--- src/rtl/regfile_wb_sched_pkg.sv ---
// Shared widths and constants for the register-file writeback scheduler.
package regfile_wb_sched_pkg;
  localparam int DEF_DATA_WIDTH = 32;
  localparam int DEF_ADDR_WIDTH = 5;
  localparam int REG_ZERO       = 0;
endpackage

--- src/rtl/regfile_wb_sched_wb_rr_arb2.sv ---
// Two-requester round-robin arbiter (ALU vs LSU) holding the last-winner pointer.
module wb_rr_arb2 (
  input  logic clk,
  input  logic reset,
  input  logic req_alu,
  input  logic req_lsu,
  output logic gnt_alu,
  output logic gnt_lsu
);
  logic last_lsu;

  // Under contention the side that did not win last time gets the port.
  always_comb begin
    gnt_alu = 1'b0;
    gnt_lsu = 1'b0;
    if (!reset) begin
      gnt_alu = req_alu && (!req_lsu || last_lsu);
      gnt_lsu = req_lsu && (!req_alu || !last_lsu);
    end
  end

  always_ff @(posedge clk) begin
    if (reset)        last_lsu <= 1'b1;
    else if (gnt_alu) last_lsu <= 1'b0;
    else if (gnt_lsu) last_lsu <= 1'b1;
  end
endmodule

--- src/rtl/regfile_wb_sched.sv ---
// Writeback port scheduler for the register file plus pending-write scoreboard
// used by issue to detect RAW hazards on its two source operands.
module regfile_wb_sched
  import regfile_wb_sched_pkg::*;
#(
  parameter int DATA_WIDTH = DEF_DATA_WIDTH,
  parameter int ADDR_WIDTH = DEF_ADDR_WIDTH
) (
  input  logic                  clk,
  input  logic                  reset,
  input  logic                  alu_valid_pi,
  input  logic [ADDR_WIDTH-1:0] alu_dest_pi,
  input  logic [DATA_WIDTH-1:0] alu_data_pi,
  output logic                  alu_ready_po,
  input  logic                  lsu_valid_pi,
  input  logic [ADDR_WIDTH-1:0] lsu_dest_pi,
  input  logic [DATA_WIDTH-1:0] lsu_data_pi,
  output logic                  lsu_ready_po,
  input  logic                  issue_valid_pi,
  input  logic [ADDR_WIDTH-1:0] issue_dest_pi,
  input  logic [ADDR_WIDTH-1:0] src1_pi,
  input  logic [ADDR_WIDTH-1:0] src2_pi,
  output logic                  hazard_po,
  output logic                  sb_conflict_po,
  output logic                  we_po,
  output logic [ADDR_WIDTH-1:0] destReg_po,
  output logic [DATA_WIDTH-1:0] writeData_po
);
  localparam int NUM_REGS = 1 << ADDR_WIDTH;
  localparam logic [ADDR_WIDTH-1:0] ZERO_IDX = ADDR_WIDTH'(REG_ZERO);

  logic                  gnt_alu, gnt_lsu;
  logic [ADDR_WIDTH-1:0] sel_dest;
  logic [DATA_WIDTH-1:0] sel_data;
  logic [NUM_REGS-1:0]   pending, set_vec, clr_vec;
  logic                  issue_set, conflict_nxt;

  wb_rr_arb2 u_arb (
    .clk     (clk),
    .reset   (reset),
    .req_alu (alu_valid_pi),
    .req_lsu (lsu_valid_pi),
    .gnt_alu (gnt_alu),
    .gnt_lsu (gnt_lsu)
  );

  assign alu_ready_po = gnt_alu;
  assign lsu_ready_po = gnt_lsu;
  assign sel_dest     = gnt_lsu ? lsu_dest_pi : alu_dest_pi;
  assign sel_data     = gnt_lsu ? lsu_data_pi : alu_data_pi;

  // Writes to x0 are accepted but never reach the register file.
  always_ff @(posedge clk) begin
    if (reset) begin
      we_po        <= 1'b0;
      destReg_po   <= '0;
      writeData_po <= '0;
    end else begin
      we_po <= (gnt_alu || gnt_lsu) && (sel_dest != ZERO_IDX);
      if (gnt_alu || gnt_lsu) begin
        destReg_po   <= sel_dest;
        writeData_po <= sel_data;
      end
    end
  end

  assign issue_set = issue_valid_pi && (issue_dest_pi != ZERO_IDX);

  always_comb begin
    set_vec = '0;
    clr_vec = '0;
    if (issue_set) set_vec[issue_dest_pi] = 1'b1;
    if (we_po)     clr_vec[destReg_po]    = 1'b1;
  end

  // A re-reservation racing the retiring write is a legitimate new producer.
  assign conflict_nxt = issue_set && pending[issue_dest_pi] &&
                        !(we_po && (destReg_po == issue_dest_pi));

  always_ff @(posedge clk) begin
    if (reset) begin
      pending        <= '0;
      sb_conflict_po <= 1'b0;
    end else begin
      pending        <= (pending & ~clr_vec) | set_vec;
      sb_conflict_po <= conflict_nxt;
    end
  end

  assign hazard_po = pending[src1_pi] | pending[src2_pi];
endmodule

--- config.mk ---
export PLATFORM = sky130hd
export DESIGN_NAME = regfile_wb_sched
export DESIGN_NICKNAME = d
export VERILOG_FILES = /design/src/rtl/regfile_wb_sched_pkg.sv /design/src/rtl/regfile_wb_sched_wb_rr_arb2.sv /design/src/rtl/regfile_wb_sched.sv
export SDC_FILE = /design/constraint.sdc
export NUM_CORES = 1
export LEC_CHECK = 0
export CORE_AREA = 2 2 105 97
export DETAILED_ROUTE_END_ITERATION = 10
export DIE_AREA = 0 0 107 99
export GPL_TIMING_DRIVEN = 0
export MAX_ROUTING_LAYER = met4
export PLACE_DENSITY_LB_ADDON = 0.1
export RECOVER_POWER = 25
export SETUP_SLACK_MARGIN = 0.1
export SKIP_CTS_REPAIR_TIMING = 1
export SLEW_MARGIN = 20
export SYNTH_ARGS = -nofsm -noshare
export SYNTH_HDL_FRONTEND = slang
export SYNTH_SLANG_ARGS = --single-unit
--- constraint.sdc ---
create_clock -name clk -period 7 [get_ports clk]
set_clock_uncertainty 0.15 [all_clocks]
set_input_delay 1.4 -clock clk [delete_from_list [all_inputs] [get_ports clk]]
set_output_delay 1.4 -clock clk [all_outputs]
set_load 0.1 [all_outputs]
Word level (Yosys, flattened, before mapping)
Index checks and enable logic that the tools add are counted.

Bits in registers: 72. Output and inout bits: 42. Word-level logic and storage cells: 54.

$lt $le $gt $ge: 6. Equal/unequal tests: 1. Multiplexer cells: 18. Bitwise gates (word level): 4. Reduce and logical (&&, ||, !) cells: 19.

Operators by type and width (count): 32-bit two-way mux (3); 32-bit AND (1); 32-bit NOT (1); 32-bit bitwise OR (1); 5-bit by 6-bit less-than comparator with 1-bit output (second input constant) (4); 1-bit binary-select mux with 5-bit select (3); 1-bit demux with 5-bit select (2); 5-bit by 1-bit greater-or-equal comparator with 1-bit output (second input constant) (2); 5-bit nonzero test (2); 1-bit logical AND (9); 1-bit two-way mux (9); 5-bit equality test (1); 5-bit two-way mux (1); 1-bit logical NOT (4); 1-bit logical OR (3); 2-bit nonzero test (1); 1-bit bitwise OR (1).

Depth between registers and ports, before layout
Gate-level depths: netlist (run 1).

Depth after elaboration: 8. Depth in mapped cells: 7. Depth with buffers taken out: 5.

Cells and area by module
A second synthesis (run 1) with hierarchy kept.

Cells, all modules: 474. Area, all modules: 4057.6 sq um.

Modules (own cells, without submodules): regfile_wb_sched (times used 1, cells an instance 467, area an instance 4000.1 sq um, seq. area each 1421.4 sq um); wb_rr_arb2 (times used 1, cells an instance 7, area an instance 57.6 sq um, seq. area each 20.0 sq um).

Least setup slack after synthesis (run 1)
OpenSTA, ideal clock, no wires.

Kind: input-to-output. Start point: input src2_pi[2]. End point: output hazard_po. Arrival: 3.491 ns. Data required time: 5.450 ns. Setup slack: 1.959 ns. Stages: 5. Buffers on the path: 1. Cell sequence: buf_4 mux4_2 or2b_2 a41oi_1 nand4_1.

Cells in the longest elaborated chain, start to end: 3.

Ends and longest elaborated chain: start, declared (RTL line regfile_wb_sched.sv:22) `input logic [ADDR_WIDTH-1:0] src2_pi,`; 1-bit binary-select mux with 5-bit select (RTL line regfile_wb_sched.sv:90) `assign hazard_po = pending[src1_pi] | pending[src2_pi];`; 1-bit two-way mux (not written as such) (RTL line regfile_wb_sched.sv:90); 1-bit bitwise OR (RTL line regfile_wb_sched.sv:90); end, declared (RTL line regfile_wb_sched.sv:23) `output logic hazard_po,`.

Every way passes these cells. The select of a mux whose other input is x is not followed.

Worst setup path in the final report (run 1)
Start point: input src1_pi[0]. End point: output hazard_po.

Cells in the longest elaborated chain, start to end: 3.

Ends and longest elaborated chain: start, declared (RTL line regfile_wb_sched.sv:21) `input logic [ADDR_WIDTH-1:0] src1_pi,`; 1-bit binary-select mux with 5-bit select (RTL line regfile_wb_sched.sv:90); 1-bit two-way mux (not written as such) (RTL line regfile_wb_sched.sv:90); 1-bit bitwise OR (RTL line regfile_wb_sched.sv:90).

Every way passes these cells. The select of a mux whose other input is x is not followed.

==> reports/results.ini, run 1 <==
[run_status]
status = complete, no violations

[global_route]
grt_pass1_wl_mm = 21.0
grt_max_degree = 13
first_global_vias = 4157
antenna_found_initial = 0
track_usage_pct = 25.9
grt-ovfl-total = 0

[power]
p_sw_mw = 0.378
swShare_pct = 34.4
internal-power_mw = 0.722
power_mw = 1.10
power.leakage_nw = 1.97
p_seq_share_pct = 40.0
peakVddDrop_mv = 0.124
cellPowerDensity_nw_per_um2 = 199
combPwrFrac_pct = 28.5
clkPwrFrac_pct = 31.6

[synthesis]
ys_seq_elements = 72
synth_area_um2 = 3880
synth_nets = 517
synthFlopType = dfxtp_1
synth_area_leader_cell = dfxtp_1
synth.area.top_cells = dfxtp_1, a222oi_1, mux4_2, o21ai_0, mux2i_1
syn-instance-count = 423
synth_edf_count = 0
ys_seq_area_share_pct = 37.2
synth_top_area_share_pct = 37.2
synth_area_per_cell_um2 = 9.16
synth_warnings = 0
yosysUniqueCellTypes = 50
async_flop_share_pct = 0

[critical_path]
cp_common_cell = clkdlybuf4s50_1
cpPeakStageDelay_ps = 980
cp_max_fo = 10
path_cells = clkdlybuf4s50_1, buf_6, mux4_2, mux2_2, a311oi_1, nand4_1, clkdlybuf4s50_1
crit_required_ps = 5450
rrSetupSlack_ps = 5140
worstSetupPathType = input port to output pin
startpoint_type = input port
end_kind = output pin
cpMaxStageDelayCell = clkdlybuf4s50_1
crit_arrival_ps = 4220

[drt]
via_per_inst = 5.80
drc = 0
wl_per_cell_um = 18.7
initialDrtViolationCount = 315
drtPass1Iterations = 6
postRouteAntennaNets = 0
dr_total_vias = 4028
routed_wl_mm = 13.0

[floorplanning]
io_pins = 136
die_y_um = 99
die-area_um2 = 10600
row_count = 34
dieWidth_um = 107
core_um2 = 9490
start_util_pct = 40.9

[final_layout]
areaGrowthSynthToFinish_pct = 42.7
n_fill_cell = 843
antenna-diode-count = 0
layout_commonest_cell = clkdlybuf4s50_1
drive_gt1_share_pct = 8.27
final_cell_mix = clkdlybuf4s50_1, dfxtp_1, nor2_1, o21ai_0, a222oi_1
nets = 657
fin_area_um2 = 5530

[job]
cap_viol_max_count = 0

[place]
routabilityCongestion = 0.939
dp_hpwl_mm = 9.72
place_area_um2 = 5330
port_buffers = 129

[worst_hold_path]
worstHoldPathType = flip-flop to flip-flop

[clocking]
cts_tree = done
clk_latency_ps = 350
root_buffer = clkbuf_8
cts_max_path_buffers = 2
h-tree-depth = 3
clkTransAtPathRegs_ps = 80
cts_buffers = 9
clock-sinks = 72

[sta]
tns_ps = 0
hold_slack_ps = 358
finalCritPeriodShare_pct = 82.5
slew_viol_final = 0
finalSetupViolCount = 0
final_hold_viol_count = 0
rsz0062_at_grt = no
slew_headroom_pct = 31.9
max_freq_mhz = 173
worstMarginPinSlew_ps = 1020
layout_min_cycle_time_ps = 5770

==> routing by layer <==
layer	up-vias	wire [µm]	track usage (%)
li1	1897	-	-
met1	1914	5690	32.3
met2	190	5930	38.8
met3	27	1030	8.27
met4	0	353	10.6
met5	-	0	-
==> cell usage after synthesis, types with 2 or more instances <==
master / count
a211oi_1: 5
a21oi_1: 8
a222oi_1: 32
a22oi_1: 2
a311oi_1: 2
and2b_2: 2
buf_2: 5
buf_4: 2
clkbuf_1: 28
dfxtp_1: 72
inv_1: 5
mux2_2: 2
mux2i_1: 21
mux4_1: 4
mux4_2: 11
nand2_1: 18
nand3_1: 12
nand3b_1: 20
nand4_1: 4
nand4b_1: 2
nor2_1: 52
nor2b_1: 21
nor3_1: 3
nor3b_1: 6
nor4_1: 3
o21ai_0: 49
or2_2: 3
or2b_2: 2
or3b_2: 3
xor2_1: 4
==> cell type report <==
cell class                 instances  area [µm²]  area share (%)
clock inverter                     5        55.1           0.995
sequential                        72        1440            26.1
tap                              126         158            2.85
multi-input combinational        309        2250            40.7
inverter                           5        18.8           0.339
clock buffer                      11         151            2.74
buffer                            37         166            3.01
timing repair buffer             129        1290            23.3
==> registers in the layout, summed over array words and instances (netlist names) <==
name	cells
destReg_po	5
sb_conflict_po	1
u_arb.last_lsu	1
we_po	1
writeData_po	32
pending	32
==> worst max-delay path, delay by kind of cell <==
kind            cells  cell delay (ps)
compound gates      1              270
mux                 2              760
simple gates        1              120
buf+inv             3             1660
==> worst paths after layout <==
check,from,to,depth (start not counted)
hold / removal,writeData_po[26],writeData_po[26],2
setup / recovery,src1_pi[0],hazard_po,7
hold reg to reg,writeData_po[26],writeData_po[26],2
setup reg to reg,u_arb.last_lsu,writeData_po[7],7
==> power groups by stage <==
stage	registers [mW]	clock network, mW	logic, mW
4_1_cts	0.440	0.355	0.313
6_report	0.440	0.347	0.313
2_1_floorplan	0.552	0	0.0979
3_3_place_gp	0.448	0	0.310
5_1_grt	0.442	0.377	0.329
3_5_place_dp	0.448	0	0.312
==> through the flow <==
stage,setup slack [ps],std cells,utilization (%)
floorplan,1960,423,-
detailed placement,1240,678,56.1
finish,1230,694,58.3
global placement,1230,678,56.1
global route,1080,694,58.3
CTS,1240,694,58.3
==> cells by family after synthesis <==
kind of cell | after synthesis | share of synthesized area [%]
buffers and inverters | 42 | 4.78
xor gates and xnor gates | 5 | 1.13
AOI/OAI and AO/OA | 109 | 19.9
DFF | 72 | 37.2
and+or+nand+nor | 157 | 21.9
muxes | 38 | 15.1
Power figures use the tool's default switching activity.
==> run 2: changes to the inputs <==
clock period = 5.6 ns   (was 7 ns; I/O delays follow)
==> results of run 2 <==
Same layout as run 1 (identical final DEF). Status: complete, no violations.
Among the figures that moved: setup slack after placement 1240 ps -> 405 ps; setup slack after layout 1230 ps -> 385 ps; register-to-register setup slack 5140 ps -> 3740 ps; total power 1.10 mW -> 1.37 mW; worst IR drop on VDD 0.124 mV -> 0.155 mV
==> run 3: changes to the inputs <==
CTS_CLUSTER_SIZE = 40   (was unset)
GPL_TIMING_DRIVEN = unset   (was 0)
SKIP_CTS_REPAIR_TIMING = unset   (was 1)
==> run 3 against run 2 <==
  * The run now ends with capacitance limit, slew limit left
  * First-iteration DRC count is 29% higher
  * Non-clock buffer count is 28 lower
  * Critical path depth shrank 1
  * Count of clock-buffer cells in the layout decreased by 1
  * Global-route usage down 0.18 points
  * Worst setup slack better by 420 ps
  * Clock power fell by 12%
  * Sequential power rose by 1%
  * Maximum frequency grew 8.7%
  * Flip-flop and latch count unchanged
  * Critical endpoint unchanged
==> reports/results.ini, run 3 (synthesized netlist as in run 1, its figures left out) <==
[run_status]
status = complete, but fails checks
violations = capacitance limit, slew limit

[power]
power_mw = 1.32
peakVddDrop_mv = 0.114
cellPowerDensity_nw_per_um2 = 244
power.leakage_nw = 1.92  ; -2.7%

[worst_hold_path]
worstHoldPathType = flip-flop to flip-flop

[drt]
wl_per_cell_um = 19.4  ; +3.3%
drtPass1Iterations = 6  ; unchanged
initialDrtViolationCount = 405  ; +29%
drc = 0  ; unchanged
via_per_inst = 5.95  ; +2.6%
postRouteAntennaNets = 0  ; unchanged
routed_wl_mm = 12.9  ; -0.86%
dr_total_vias = 3966  ; -1.5%

[global_route]
grt_pass1_wl_mm = 20.9  ; -0.36%
grt_max_degree = 42  ; +29
track_usage_pct = 25.7  ; -0.18 points
first_global_vias = 4028  ; -3.1%
antenna_found_initial = 0  ; unchanged
grt-ovfl-total = 0  ; unchanged

[clocking]
cts_tree = done
ctsHoldBuffers = 0
clock-sinks = 72  ; unchanged
clkTransAtPathRegs_ps = 90  ; about the same
clk_latency_ps = 350  ; about the same
post_cts_buffers = 0
cts_buffers = 9  ; unchanged
cts_max_path_buffers = 2  ; unchanged
cts_resized = 0
h-tree-depth = 3  ; unchanged
root_buffer = clkbuf_8

[floorplanning]
io_pins = 136  ; unchanged
core_um2 = 9490  ; unchanged
die-area_um2 = 10600  ; unchanged
start_util_pct = 40.9  ; unchanged
die_y_um = 99  ; unchanged
row_count = 34  ; unchanged
dieWidth_um = 107  ; unchanged

[sta]
layout_min_cycle_time_ps = 4800
tns_ps = 0  ; unchanged
slew_viol_final = 78  ; +78
slew_headroom_pct = -9.79  ; -42 points
worstMarginPinSlew_ps = 1650  ; +628 ps
max_freq_mhz = 208
final_hold_viol_count = 0  ; unchanged
finalSetupViolCount = 0  ; unchanged
rsz0062_at_grt = no
finalCritPeriodShare_pct = 85.7

[place]
routabilityCongestion = 0.925  ; -1.4%
port_buffers = 135  ; +4.7%
dp_hpwl_mm = 9.19  ; -5.4%
place_area_um2 = 5240  ; -1.7%

[critical_path]
crit_required_ps = 4330
crit_arrival_ps = 3530
end_kind = output pin
startpoint_type = input port
cp_max_fo = 10  ; unchanged
worstSetupPathType = input port to output pin
rrSetupSlack_ps = 3750

[final_layout]
final_cell_mix = clkdlybuf4s50_1, dfxtp_1, nor2_1, o21ai_0, a222oi_1
fin_area_um2 = 5410  ; -2.1%
final_util_pct = 57.1  ; -1.2 points
n_fill_cell = 846  ; +0.36%
nets = 629  ; -4.3%
drive_gt1_share_pct = 8.33  ; +0.059 points
layout_commonest_cell = clkdlybuf4s50_1
biggestRegsByFlops = pending: 32 flops, writeData_po: 32 flops, destReg_po: 5 flops
antenna-diode-count = 0  ; unchanged
areaGrowthSynthToFinish_pct = 39.7

[job]
cap_viol_max_count = 2  ; +2

==> run 3: cell type report <==
type	instances	area, µm²	share of cell area, %
tap	126	158	2.91
inverter	5	18.8	0.347
multi-input combinational	309	2260	41.7
timing repair buffer	138	1360	25.1
clock inverter	6	45.0	0.832
clock buffer	10	138	2.54
sequential	72	1440	26.6
==> run 3: layer usage <==
layer / vias up / GRT usage (%) / part of all wire [%]
li1: 1837 / - / -
met5: - / - / 0
met4: 0 / 7.89 / 1.8
met1: 1890 / 33.5 / 43
met2: 212 / 39.6 / 46
met3: 27 / 6.35 / 8.5
==> run 3: stage by stage <==
stage,worst slack [ps],hold slack [ps],std cells
floorplan,1120,315,423
global placement,899,329,650
detailed placement,839,342,650
CTS,840,364,666
global route,694,387,666
finish,803,365,666
==> run 3: worst max-delay path: stages <==
cell and delay (ps):
clkdlybuf4s50_1 880, mux4_2 570, or2b_2 300, a41oi_1 270, nand4_1 130, buf_4 250
==> run 3: path summary, 6_finish.rpt <==
check                        from  cells after the start               to
hold reg to reg   writeData_po[7]                      2  writeData_po[7]
hold / removal    writeData_po[7]                      2  writeData_po[7]
setup / recovery       src2_pi[2]                      6        hazard_po
setup reg to reg       pending[4]                      5   sb_conflict_po
==> run 3: power by group <==
part,switching (mW),total [mW],internal (mW)
Clock,0.209,0.383,0.173
Sequential,0.0239,0.558,0.534
Combinational,0.241,0.378,0.137
Total,0.474,1.32,0.845
